--- config.mk ---
export PLATFORM = sky130hd
export DESIGN_NAME = rng_nibble_feeder
export DESIGN_NICKNAME = d
export VERILOG_FILES = /design/src/rtl/rng_feeder_pkg.sv /design/src/rtl/pps_edge_sync.sv /design/src/rtl/rng_nibble_feeder.sv
export SDC_FILE = /design/constraint.sdc
export NUM_CORES = 1
export LEC_CHECK = 0
export CAP_MARGIN = 20
export CORE_UTILIZATION = 45
export CTS_CLUSTER_SIZE = 30
export DETAILED_ROUTE_END_ITERATION = 8
export MAX_ROUTING_LAYER = met4
export PLACE_DENSITY_LB_ADDON = 0.1
export SYNTH_ARGS = -nofsm -noshare
export SYNTH_HDL_FRONTEND = slang
export SYNTH_HIERARCHICAL = 1
export SYNTH_SLANG_ARGS = --single-unit
--- constraint.sdc ---
create_clock -name clk240 -period 3.15 [get_ports clk240]
set_input_delay 0.4725 -clock clk240 [delete_from_list [all_inputs] [get_ports clk240]]
set_output_delay 0.4725 -clock clk240 [all_outputs]
set_load 0.005 [all_outputs]
--- src/rtl/rng_feeder_pkg.sv ---
// Shared types and constants for the RNG nibble feeder and its helpers.
// The LFSR constants are only referenced when RNG_LFSR_FALLBACK_EN is defined.
package rng_feeder_pkg;

    typedef enum logic [1:0] {
        IDLE     = 2'd0,
        WAIT_PPS = 2'd1,
        RUN      = 2'd2
    } feeder_state_e;

    localparam int WORD_W_DEFAULT = 32;
    localparam int NIB_W_DEFAULT  = 4;
    localparam int NIBS_PER_WORD  = WORD_W_DEFAULT / NIB_W_DEFAULT;

    // Fibonacci LFSR x^16+x^14+x^13+x^11+1 in right-shift form:
    // feedback is the XOR of bits 0, 2, 3 and 5, inserted at bit 15.
    localparam logic [15:0] LFSR_SEED    = 16'hACE1;
    localparam logic [15:0] LFSR_FB_MASK = 16'h002D;

    function automatic int nibs_per_word(input int word_w, input int nib_w);
        return word_w / nib_w;
    endfunction

endpackage

--- src/rtl/pps_edge_sync.sv ---
// Two-flop synchroniser for an asynchronous PPS input followed by a
// registered rising-edge detector. rise is a single-cycle pulse that is high
// three clock cycles after async_in rises.
module pps_edge_sync (
    input  logic clk,
    input  logic rst_n,
    input  logic async_in,
    output logic rise
);

    logic sync1;
    logic sync2;
    logic sync3;

    // Synchronise, keep one history bit and register the edge pulse.
    always_ff @(posedge clk or negedge rst_n) begin
        if (!rst_n) begin
            sync1 <= 1'b0;
            sync2 <= 1'b0;
            sync3 <= 1'b0;
            rise  <= 1'b0;
        end else begin
            sync1 <= async_in;
            sync2 <= sync1;
            sync3 <= sync2;
            rise  <= sync2 & ~sync3;
        end
    end

endmodule

--- src/rtl/rng_nibble_feeder.sv ---
// RNG nibble feeder: pulls 32-bit words from the RNG FIFO, slices them LSB
// nibble first and presents one nibble per rd_en_4 strobe, aligned to PPS.
// Optional feature macro: RNG_LFSR_FALLBACK_EN (starved strobes output LFSR
// low bits instead of zero).
//
// Handshakes:
//  - FIFO side: fifo_rd_en is a one-cycle read pulse issued only when
//    !fifo_empty; the word is taken from fifo_dout on the following cycle.
//    At most one read is in flight and it only targets an empty slot.
//  - Consumer side: rd_en_4 is a one-cycle "valid" strobe with no ready;
//    rng_value is updated on the same cycle and held until the next strobe.
module rng_nibble_feeder
    import rng_feeder_pkg::*;
#(
    parameter int STROBE_DIV = 6,
    parameter int WORD_W     = 32,
    parameter int NIB_W      = 4,
    parameter int CNT_W      = 16
) (
    input  logic              clk240,
    input  logic              rst_240_n,
    input  logic              enable,
    input  logic              pps_trigger,
    input  logic              pps_i,
    input  logic [WORD_W-1:0] fifo_dout,
    input  logic              fifo_empty,
    output logic              fifo_rd_en,
    output logic [NIB_W-1:0]  rng_value,
    output logic              rd_en_4,
    output logic              underflow,
    output logic [CNT_W-1:0]  underflow_cnt,
    output logic              run,
    output feeder_state_e     state
);

    localparam int NIBS  = nibs_per_word(WORD_W, NIB_W);
    localparam int IDX_W = (NIBS > 1) ? $clog2(NIBS) : 1;
    localparam int DIV_W = (STROBE_DIV > 1) ? $clog2(STROBE_DIV) : 1;

    localparam logic [IDX_W-1:0] LAST_IDX = IDX_W'(NIBS - 1);
    localparam logic [DIV_W-1:0] LAST_CNT = DIV_W'(STROBE_DIV - 1);

    feeder_state_e    state_q;
    feeder_state_e    state_d;
    logic [DIV_W-1:0] cnt_q;
    logic [DIV_W-1:0] cnt_d;
    logic             strobe_d;
    logic             pps_rise;
    logic             arm;
    logic             flush;

    logic [WORD_W-1:0] act_word;
    logic [IDX_W-1:0]  act_idx;
    logic              act_valid;
    logic [WORD_W-1:0] pre_word;
    logic              pre_valid;
    logic              in_flight;
    logic              ret;
    logic [NIB_W-1:0]  fallback;

    pps_edge_sync u_pps_sync (
        .clk      (clk240),
        .rst_n    (rst_240_n),
        .async_in (pps_i),
        .rise     (pps_rise)
    );

    assign arm   = enable && pps_trigger;
    assign flush = (state_d == IDLE);
    assign ret   = in_flight;

    // Prefetch whenever armed-or-running and the single prefetch slot is free.
    assign fifo_rd_en = (state_q != IDLE) && !pre_valid && !in_flight && !fifo_empty;

    assign run   = (state_q == RUN);
    assign state = state_q;

`ifdef RNG_LFSR_FALLBACK_EN
    logic [15:0] lfsr_q;

    // LFSR steps once per strobe, whether or not a real nibble was available.
    always_ff @(posedge clk240 or negedge rst_240_n) begin
        if (!rst_240_n) begin
            lfsr_q <= LFSR_SEED;
        end else if (strobe_d) begin
            lfsr_q <= {^(lfsr_q & LFSR_FB_MASK), lfsr_q[15:1]};
        end
    end

    assign fallback = lfsr_q[NIB_W-1:0];
`else
    assign fallback = '0;
`endif

    // State and strobe-phase counter registers.
    always_ff @(posedge clk240 or negedge rst_240_n) begin
        if (!rst_240_n) begin
            state_q <= IDLE;
            cnt_q   <= '0;
        end else begin
            state_q <= state_d;
            cnt_q   <= cnt_d;
        end
    end

    // Next state, counter phase and strobe decision. A PPS edge in RUN only
    // restarts the phase, so a realign never produces an extra strobe.
    always_comb begin
        state_d  = state_q;
        cnt_d    = cnt_q;
        strobe_d = 1'b0;
        if (!arm) begin
            state_d = IDLE;
            cnt_d   = '0;
        end else begin
            case (state_q)
                IDLE: begin
                    state_d = WAIT_PPS;
                    cnt_d   = '0;
                end
                WAIT_PPS: begin
                    if (pps_rise) begin
                        state_d = RUN;
                        cnt_d   = '0;
                    end
                end
                RUN: begin
                    if (pps_rise || (cnt_q == LAST_CNT)) begin
                        cnt_d = '0;
                    end else begin
                        cnt_d = cnt_q + DIV_W'(1);
                    end
                end
                default: begin
                    state_d = IDLE;
                    cnt_d   = '0;
                end
            endcase
        end
        strobe_d = (state_d == RUN) && (cnt_d == LAST_CNT);
    end

    // Strobe output, nibble presentation and underflow bookkeeping.
    always_ff @(posedge clk240 or negedge rst_240_n) begin
        if (!rst_240_n) begin
            rd_en_4       <= 1'b0;
            rng_value     <= '0;
            underflow     <= 1'b0;
            underflow_cnt <= '0;
        end else begin
            rd_en_4 <= strobe_d;
            if (strobe_d) begin
                if (act_valid) begin
                    rng_value <= act_word[int'(act_idx)*NIB_W +: NIB_W];
                end else begin
                    rng_value <= fallback;
                    underflow <= 1'b1;
                    if (underflow_cnt != {CNT_W{1'b1}}) begin
                        underflow_cnt <= underflow_cnt + CNT_W'(1);
                    end
                end
            end
        end
    end

    // Two-level word buffer. A returning word goes to the active slot when it
    // is exhausted (including the cycle its last nibble is consumed), else to
    // prefetch. Dropping to IDLE discards both slots.
    always_ff @(posedge clk240 or negedge rst_240_n) begin
        if (!rst_240_n) begin
            act_word  <= '0;
            act_idx   <= '0;
            act_valid <= 1'b0;
            pre_word  <= '0;
            pre_valid <= 1'b0;
            in_flight <= 1'b0;
        end else begin
            in_flight <= fifo_rd_en;
            if (flush) begin
                act_idx   <= '0;
                act_valid <= 1'b0;
                pre_valid <= 1'b0;
            end else if (strobe_d && act_valid) begin
                if (act_idx == LAST_IDX) begin
                    act_idx <= '0;
                    if (pre_valid) begin
                        act_word  <= pre_word;
                        pre_valid <= 1'b0;
                    end else if (ret) begin
                        act_word <= fifo_dout;
                    end else begin
                        act_valid <= 1'b0;
                    end
                end else begin
                    act_idx <= act_idx + IDX_W'(1);
                    if (ret) begin
                        pre_word  <= fifo_dout;
                        pre_valid <= 1'b1;
                    end
                end
            end else if (ret) begin
                if (!act_valid) begin
                    act_word  <= fifo_dout;
                    act_idx   <= '0;
                    act_valid <= 1'b1;
                end else begin
                    pre_word  <= fifo_dout;
                    pre_valid <= 1'b1;
                end
            end
        end
    end

endmodule

## Word level (Yosys, flattened, before mapping)

Cells that the tools add are included.

- Logic and storage cells: 99
- Output and inout bits: 26
- Input bits: 38
- Flip-flop bits (word level): 101

- Eq/ne operators: 15
- Bitwise operators: 4
- Reductions and logical operators: 26
- Muxes and demuxes: 34
- Shifts and indexed selects: 1
- Add/subtract/negate cells: 3

Operator list:

| cell | number |
|---|---|
| 32-bit two-way mux | 10 |
| 32-bit by 6-bit variable part select with 4-bit output | 1 |
| 3-bit two-way mux | 8 |
| 16-bit by 1-bit adder with 16-bit output, second input constant | 1 |
| 16-bit inequality test, second input constant | 1 |
| 1-bit two-way mux | 11 |
| 5-bit AND reduction | 2 |
| 3-bit == test, second input constant | 3 |
| 3-bit inequality test, second input constant | 3 |
| 3-bit nonzero test | 3 |
| 2-bit nonzero test | 4 |
| 3-bit by 1-bit adder with 3-bit output, second input constant | 2 |
| 1-bit logical AND | 6 |
| 3-bit by 2-bit inequality test with 1-bit output, second input constant | 2 |
| 2-bit case mux with 3 select lines | 1 |
| 3-bit case mux with 2 select lines | 1 |
| 3-bit AND reduction | 2 |
| 2-bit == test, second input constant | 2 |
| 2-bit logical NOT | 2 |
| 2-bit two-way mux | 2 |
| 4-bit two-way mux | 1 |
| 2-bit by 1-bit inequality test with 1-bit output, second input constant | 2 |
| 2-bit AND reduction | 2 |
| 4-bit AND reduction | 1 |
| 6 further kinds | 10 |

## Logic depth before layout (Yosys ltp)

- Depth in word-level cells: 10
- Mapped depth: 10
- Gate-level depth less buffers: 9

## Cells and area by module

The synthesis kept the hierarchy.

By module, submodules not included:

| module | seq. area each (µm²) | times used | cells each | area an instance (µm²) |
|---|---|---|---|---|
| rng_nibble_feeder | 2427.3 | 1 | 345 | 5127.4 |
| pps_edge_sync | 100.1 | 1 | 5 | 113.9 |

## Worst setup path after synthesis

Ideal clock, no wire load.

- Kind: reg-to-reg
- Start point: reg state_q[0], in the netlist state[0]
- End point: reg pre_word[10]
- Data arrival time: 2346 ps
- Setup time: 125 ps
- Stages on the path, launching flop included: 11
- Required time: 3025 ps
- Buffers on the path: 1
- Clock period less this slack: 2471 ps
- Path slack: 679 ps
- Cell sequence: dfrtp_1 inv_1 ha_1 nor2_1 a211oi_4 and4bb_4 nand2_8 inv_4 a211oi_4 buf_6 mux2_4

- Longest elaborated chain between the ends: 8
- Elaborated cells between the ends (all ways): 19
- Those cells by class: 5 x eq/ne; 6 x mux; 1 x bitwise; 7 x reduce/logical

Ends and longest elaborated chain:

| item | RTL line | RTL |
|---|---|---|
| start: declaration | rng_nibble_feeder.sv:43 | `feeder_state_e state_q;` |
| start signal: assignment | rng_nibble_feeder.sv:101 | `state_q <= state_d;` |
| 2-bit == test (*) | - |  |
| named net run | rng_nibble_feeder.sv:32 | `output logic run,` |
| 2-bit case mux with 3 select lines (*) | rng_nibble_feeder.sv:116 | `case (state_q)` |
| 2-bit two-way mux (*) | rng_nibble_feeder.sv:112 | `if (!arm) begin` |
| named net state_d[0] | rng_nibble_feeder.sv:44 | `feeder_state_e state_d;` |
| 2-bit == test (*) | rng_nibble_feeder.sv:140 | `strobe_d = (state_d == RUN) && (cnt_d == LAST_CNT);` |
| 1-bit logical AND (*) | rng_nibble_feeder.sv:140 |  |
| named net strobe_d | rng_nibble_feeder.sv:47 | `logic strobe_d;` |
| 1-bit logical AND (*) | rng_nibble_feeder.sv:183 | `end else if (strobe_d && act_valid) begin` |
| 2-bit inequality test (no line) / 2-bit nonzero test (equally long branches) | - |  |
| 5-bit AND reduction (no line) | - |  |
| end signal: assignment | rng_nibble_feeder.sv:197 | `pre_word <= fifo_dout;` |
| end signal: assignment | rng_nibble_feeder.sv:207 | `pre_word <= fifo_dout;` |
| end: declaration | rng_nibble_feeder.sv:55 | `logic [WORD_W-1:0] pre_word;` |

The timed path passes the listed nets; every way through them passes the cells marked *.
A chain may end at the register's enable or synchronous reset.

## Final worst setup path

- Start point: reg state_q[0], in the netlist state[0]
- End point: reg pre_word[0]

- Longest elaborated chain between the ends: 8
- Elaborated cells between the ends (all ways): 19
- Those cells by class: 5 x eq/ne; 6 x mux; 1 x bitwise; 7 x reduce/logical

Ends and longest elaborated chain:

| item | RTL line |
|---|---|
| 2-bit == test, or another cell as far along | rng_nibble_feeder.sv:116 |
| 3-bit case mux with 2 select lines / 2-bit case mux with 3 select lines (equally long branches) | rng_nibble_feeder.sv:116 |
| 3-bit two-way mux / 2-bit two-way mux (equally long branches) | rng_nibble_feeder.sv:112 |
| 3-bit == test / 2-bit == test (equally long branches) | rng_nibble_feeder.sv:140 |
| 1-bit logical AND (*) | rng_nibble_feeder.sv:140 |
| named net strobe_d | rng_nibble_feeder.sv:47 |
| 1-bit logical AND (*) | rng_nibble_feeder.sv:183 |
| 2-bit inequality test (no line) / 2-bit nonzero test (equally long branches) | - |
| 5-bit AND reduction (no line) | - |

Marks and branches as above.

==> reports/results.txt <==
The flow ran to the end, and the final reports show no timing, DRC or antenna violations. The CTS buffer count was 9. The number of max-slew violations in the final report is 0.

The synthesized netlist contains 53 unique library cells. The floorplan step defined a die boundary enclosing 12080 sq um. After clock tree synthesis, the clock-pin slew on the worst setup and hold paths is 70 ps.

The placer's final routability congestion estimate was 0.7749. Clock tree synthesis found a total of 101 sinks. The delay of the slowest critical-path stage came out at 430 ps. Setup repair after global routing left no endpoint under its margin. The post-route minimum period came out at 2725 ps.

Clock latency at the later pin of the worst-skew pair: 360 ps. The tools report the number of resized instances in the post-cts repair step as 0. The mapped cell area is 5241 sq um. The worst setup margin is 425.2 ps. The number of remaining DRC errors is 0, and the simple-gate share of the synthesized area is 7.544%.

The detailed-route vias per instance works out to 5.355. In the synthesized netlist, the number of instances is 350. The adder-cell share of the synthesized area came out at 2.148%. The post-synthesis mux area share was 31.68%; the data arrival time of the worst path was 2960 ps. The xor/xnor share of the synthesized area is 2.507%.

Across every metal layer, demand over resource in global routing totals 19.01%. Setup violations remaining at the end of the flow were counted as 0. The top cell types in the final layout, fill and taps aside, are dfrtp_1, mux2_4, clkdlybuf4s50_1. Pin placement for this block handled 64 I/O pins. Based on the critical path, the design can be clocked at up to 367.0 MHz. The number of port buffers is 63, and the relative max-transition margin is 50.87%. For this design the ratio of total power to cell area is 492.7 nW/um^2. Leaving out fill and tap cells, the most frequent cell in the layout is dfrtp_1. The worst setup path is launched from a register.

The horizontal die dimension is 109.9 microns. For the total of max-cap violations, the log shows 0. The detailed placement HPWL is 6567 microns.

The number of warnings printed during yosys synthesis is 6, and the H-tree depth reported by CTS is 3. The longest clock path from root to sink contains 2 buffers. The die is 109.9 microns tall.

Of all nets on the critical path, the largest fanout is 14. The number of antenna violations at the first check in global routing is 0, and the standard cell area after detailed placement is 6062 sq um. Global routing finished with a remaining overflow of 0.

The logs give 0 for the residual antenna-violating net count after detailed routing and 55 for the largest net degree at the start of global routing. Across the routed clock network, the largest skew measured is 9.098 ps. Hold repair after CTS inserted 0 buffers. Summed over all layers, the routed wires come to 9939 microns. The first routing iteration left 107 violations. Timing analysis after detailed placement gives a worst setup slack of 237.8 ps. The routed wire length per instance is 17.62 microns, and the number of global-route vias before repair is 3198. The cell with the biggest individual delay on the critical path is dfrtp_1. After synthesis, flip-flops and latches occupy 48.22% of the total area.

The maximum vdd drop came out at 0.4084 mV. The first detailed-routing pass ran for 4 iterations. Primary flip-flop cell chosen by synthesis mapping: dfrtp_1. The root buffer cell chosen for the clock tree is clkbuf_16. The total count of hold-check failures in the final report is 0.

The core area was 11370 sq um. The total power after layout is 3.147 mW, and the initial core utilization is 46.10%. Cells with a size suffix above 1 make up 34.68% of the layout.

The critical path is of the register to register type. The wire length of the first global-routing pass came out at 16440 microns. The logs give 0 for the number of antenna cells inserted and 0 ps for the final total negative setup slack. The largest family of logic cells by synthesized area is multiplexers.

The net count after synthesis is 397. In the final design database the tool counted 463 nets. After synthesis, the share of flip-flops with an asynchronous set or reset is 100.0%. Worst reg2reg path startpoint: state[0]$_DFF_PN0_.

The worst path uses 86.50% of the clock period. The critical path starts at state[0]$_DFF_PN0_. TritonCTS built the clock tree.

STA classifies the critical path endpoint as a register. For the post-route cell area, the log shows 6387 sq um. For the pin with the worst max-slew slack, the measured transition is 737.0 ps.

Walking the worst path, the cells encountered are inv_1 -> ha_1 -> nor2b_1 -> and2_2 -> o211a_4 -> nand2_8 -> inv_4 -> a211oi_4 -> buf_12 -> mux2_2. The count of flip-flops with a built-in enable after synthesis is 0, and the synthesized-area fraction occupied by ao, oa, aoi and oai cells is 5.061%. The filler cells instantiated in the layout total 948. In this run the static leakage power is 2.938 nW. Detailed routing inserted a total of 3020 vias. The synthesized area divided by synthesized cell count was 14.98 sq um; the total of flip-flops plus latches after synthesis was 101. Once the clock tree was built, the setup fixing pass inserted 0 buffers. Compared with the post-synthesis result, the final layout area differs by 21.87%.

For the worst setup path, the data required time is 3390 ps. The type of the tightest min-delay check is input pin to asynchronous set/reset pin. The initialized floorplan defines 39 standard-cell rows.
layout make-up:
class / count / area [sq um] / area share (%)
multi-input combinational: 226 / 2572 / 40.27
sequential: 101 / 2527 / 39.57
timing repair buffer: 72 / 758.2 / 11.87
clock buffer: 10 / 239.0 / 3.741
tap: 143 / 178.9 / 2.801
clock inverter: 6 / 86.33 / 1.352
inverter: 6 / 25.02 / 0.3918
flip-flops by register name, indices dropped and copies added (netlist names), 2 cells and up:
name and cells:
act_word 32, pre_word 32, underflow_cnt 16, rng_value 4, act_idx 3, cnt_q 3
state 2
where the power goes:
group,internal [mW],switching [mW],total (mW)
registers,1.44,0.0864,1.52
logic,0.297,0.117,0.414
clock network,0.716,0.495,1.21
total,2.45,0.698,3.15
kinds of logic after synthesis:
logic type	after synthesis
xor+xnor	15
buf+inv	23
simple gates	59
flops	101
compound gates	33
mux	110
fa+ha+maj	9
worst max-delay path, delay by kind of cell, from the launching register on:
family          cells  cell delay, ps
buf+inv             3             380
simple gates        3             500
fa+ha+maj           1             260
flops               1             430
mux                 1             340
compound gates      2             680
through the flow:
| stage | cells | utilization [%] | hold slack (ps) |
|---|---|---|---|
| 2_1_floorplan | 350 | - | 176.9 |
| 3_3_place_gp | 548 | 53.32 | 340.2 |
| 3_5_place_dp | 548 | 53.32 | 337.1 |
| 4_1_cts | 564 | 56.18 | 205.9 |
| 5_1_grt | 564 | 56.18 | 241.1 |
| 6_report | 564 | 56.18 | 157.8 |
layer usage:
| layer | share of wire [%] | up-vias | track usage [%] |
|---|---|---|---|
| met5 | 0 | - | - |
| met2 | 50 | 52 | 30.89 |
| li1 | - | 1404 | - |
| met4 | 1.4 | 0 | 7.429 |
| met3 | 3.5 | 10 | 4.624 |
| met1 | 45 | 1554 | 22.76 |
cell usage after synthesis, types with 5 or more instances:
cell     instances  share of area (%)
dfrtp_1        101                 48
and3_1           7               0.84
o21ai_0          5               0.48
buf_6            6                1.3
nand4_1          6               0.72
mux2_2           7                1.5
mux2_4          90                 26
mux4_2           8                3.4
ha_1             9                2.1
nand2_1         14                1.0
nand3_1          5               0.48
a21oi_1          8               0.76
mux2i_1          5               0.95
xnor2_1         13                2.2
path summary, 6_finish.rpt:
kind,endpoint,slack (ps),depth (start not counted)
setup reg to reg,pre_word[0]$_DFFE_PN0P_,430,10
hold reg to reg,u_pps_sync/sync2$_DFF_PN0_,350,0
hold / removal,underflow_cnt[7]$_DFFE_PN0P_,160,1
setup / recovery,pre_word[0]$_DFFE_PN0P_,430,10
max in group asynchronous,pre_word[22]$_DFFE_PN0P_,2220,2
min in group clk240,u_pps_sync/sync2$_DFF_PN0_,350,0
Note: power is estimated with default switching activity, not from simulation.
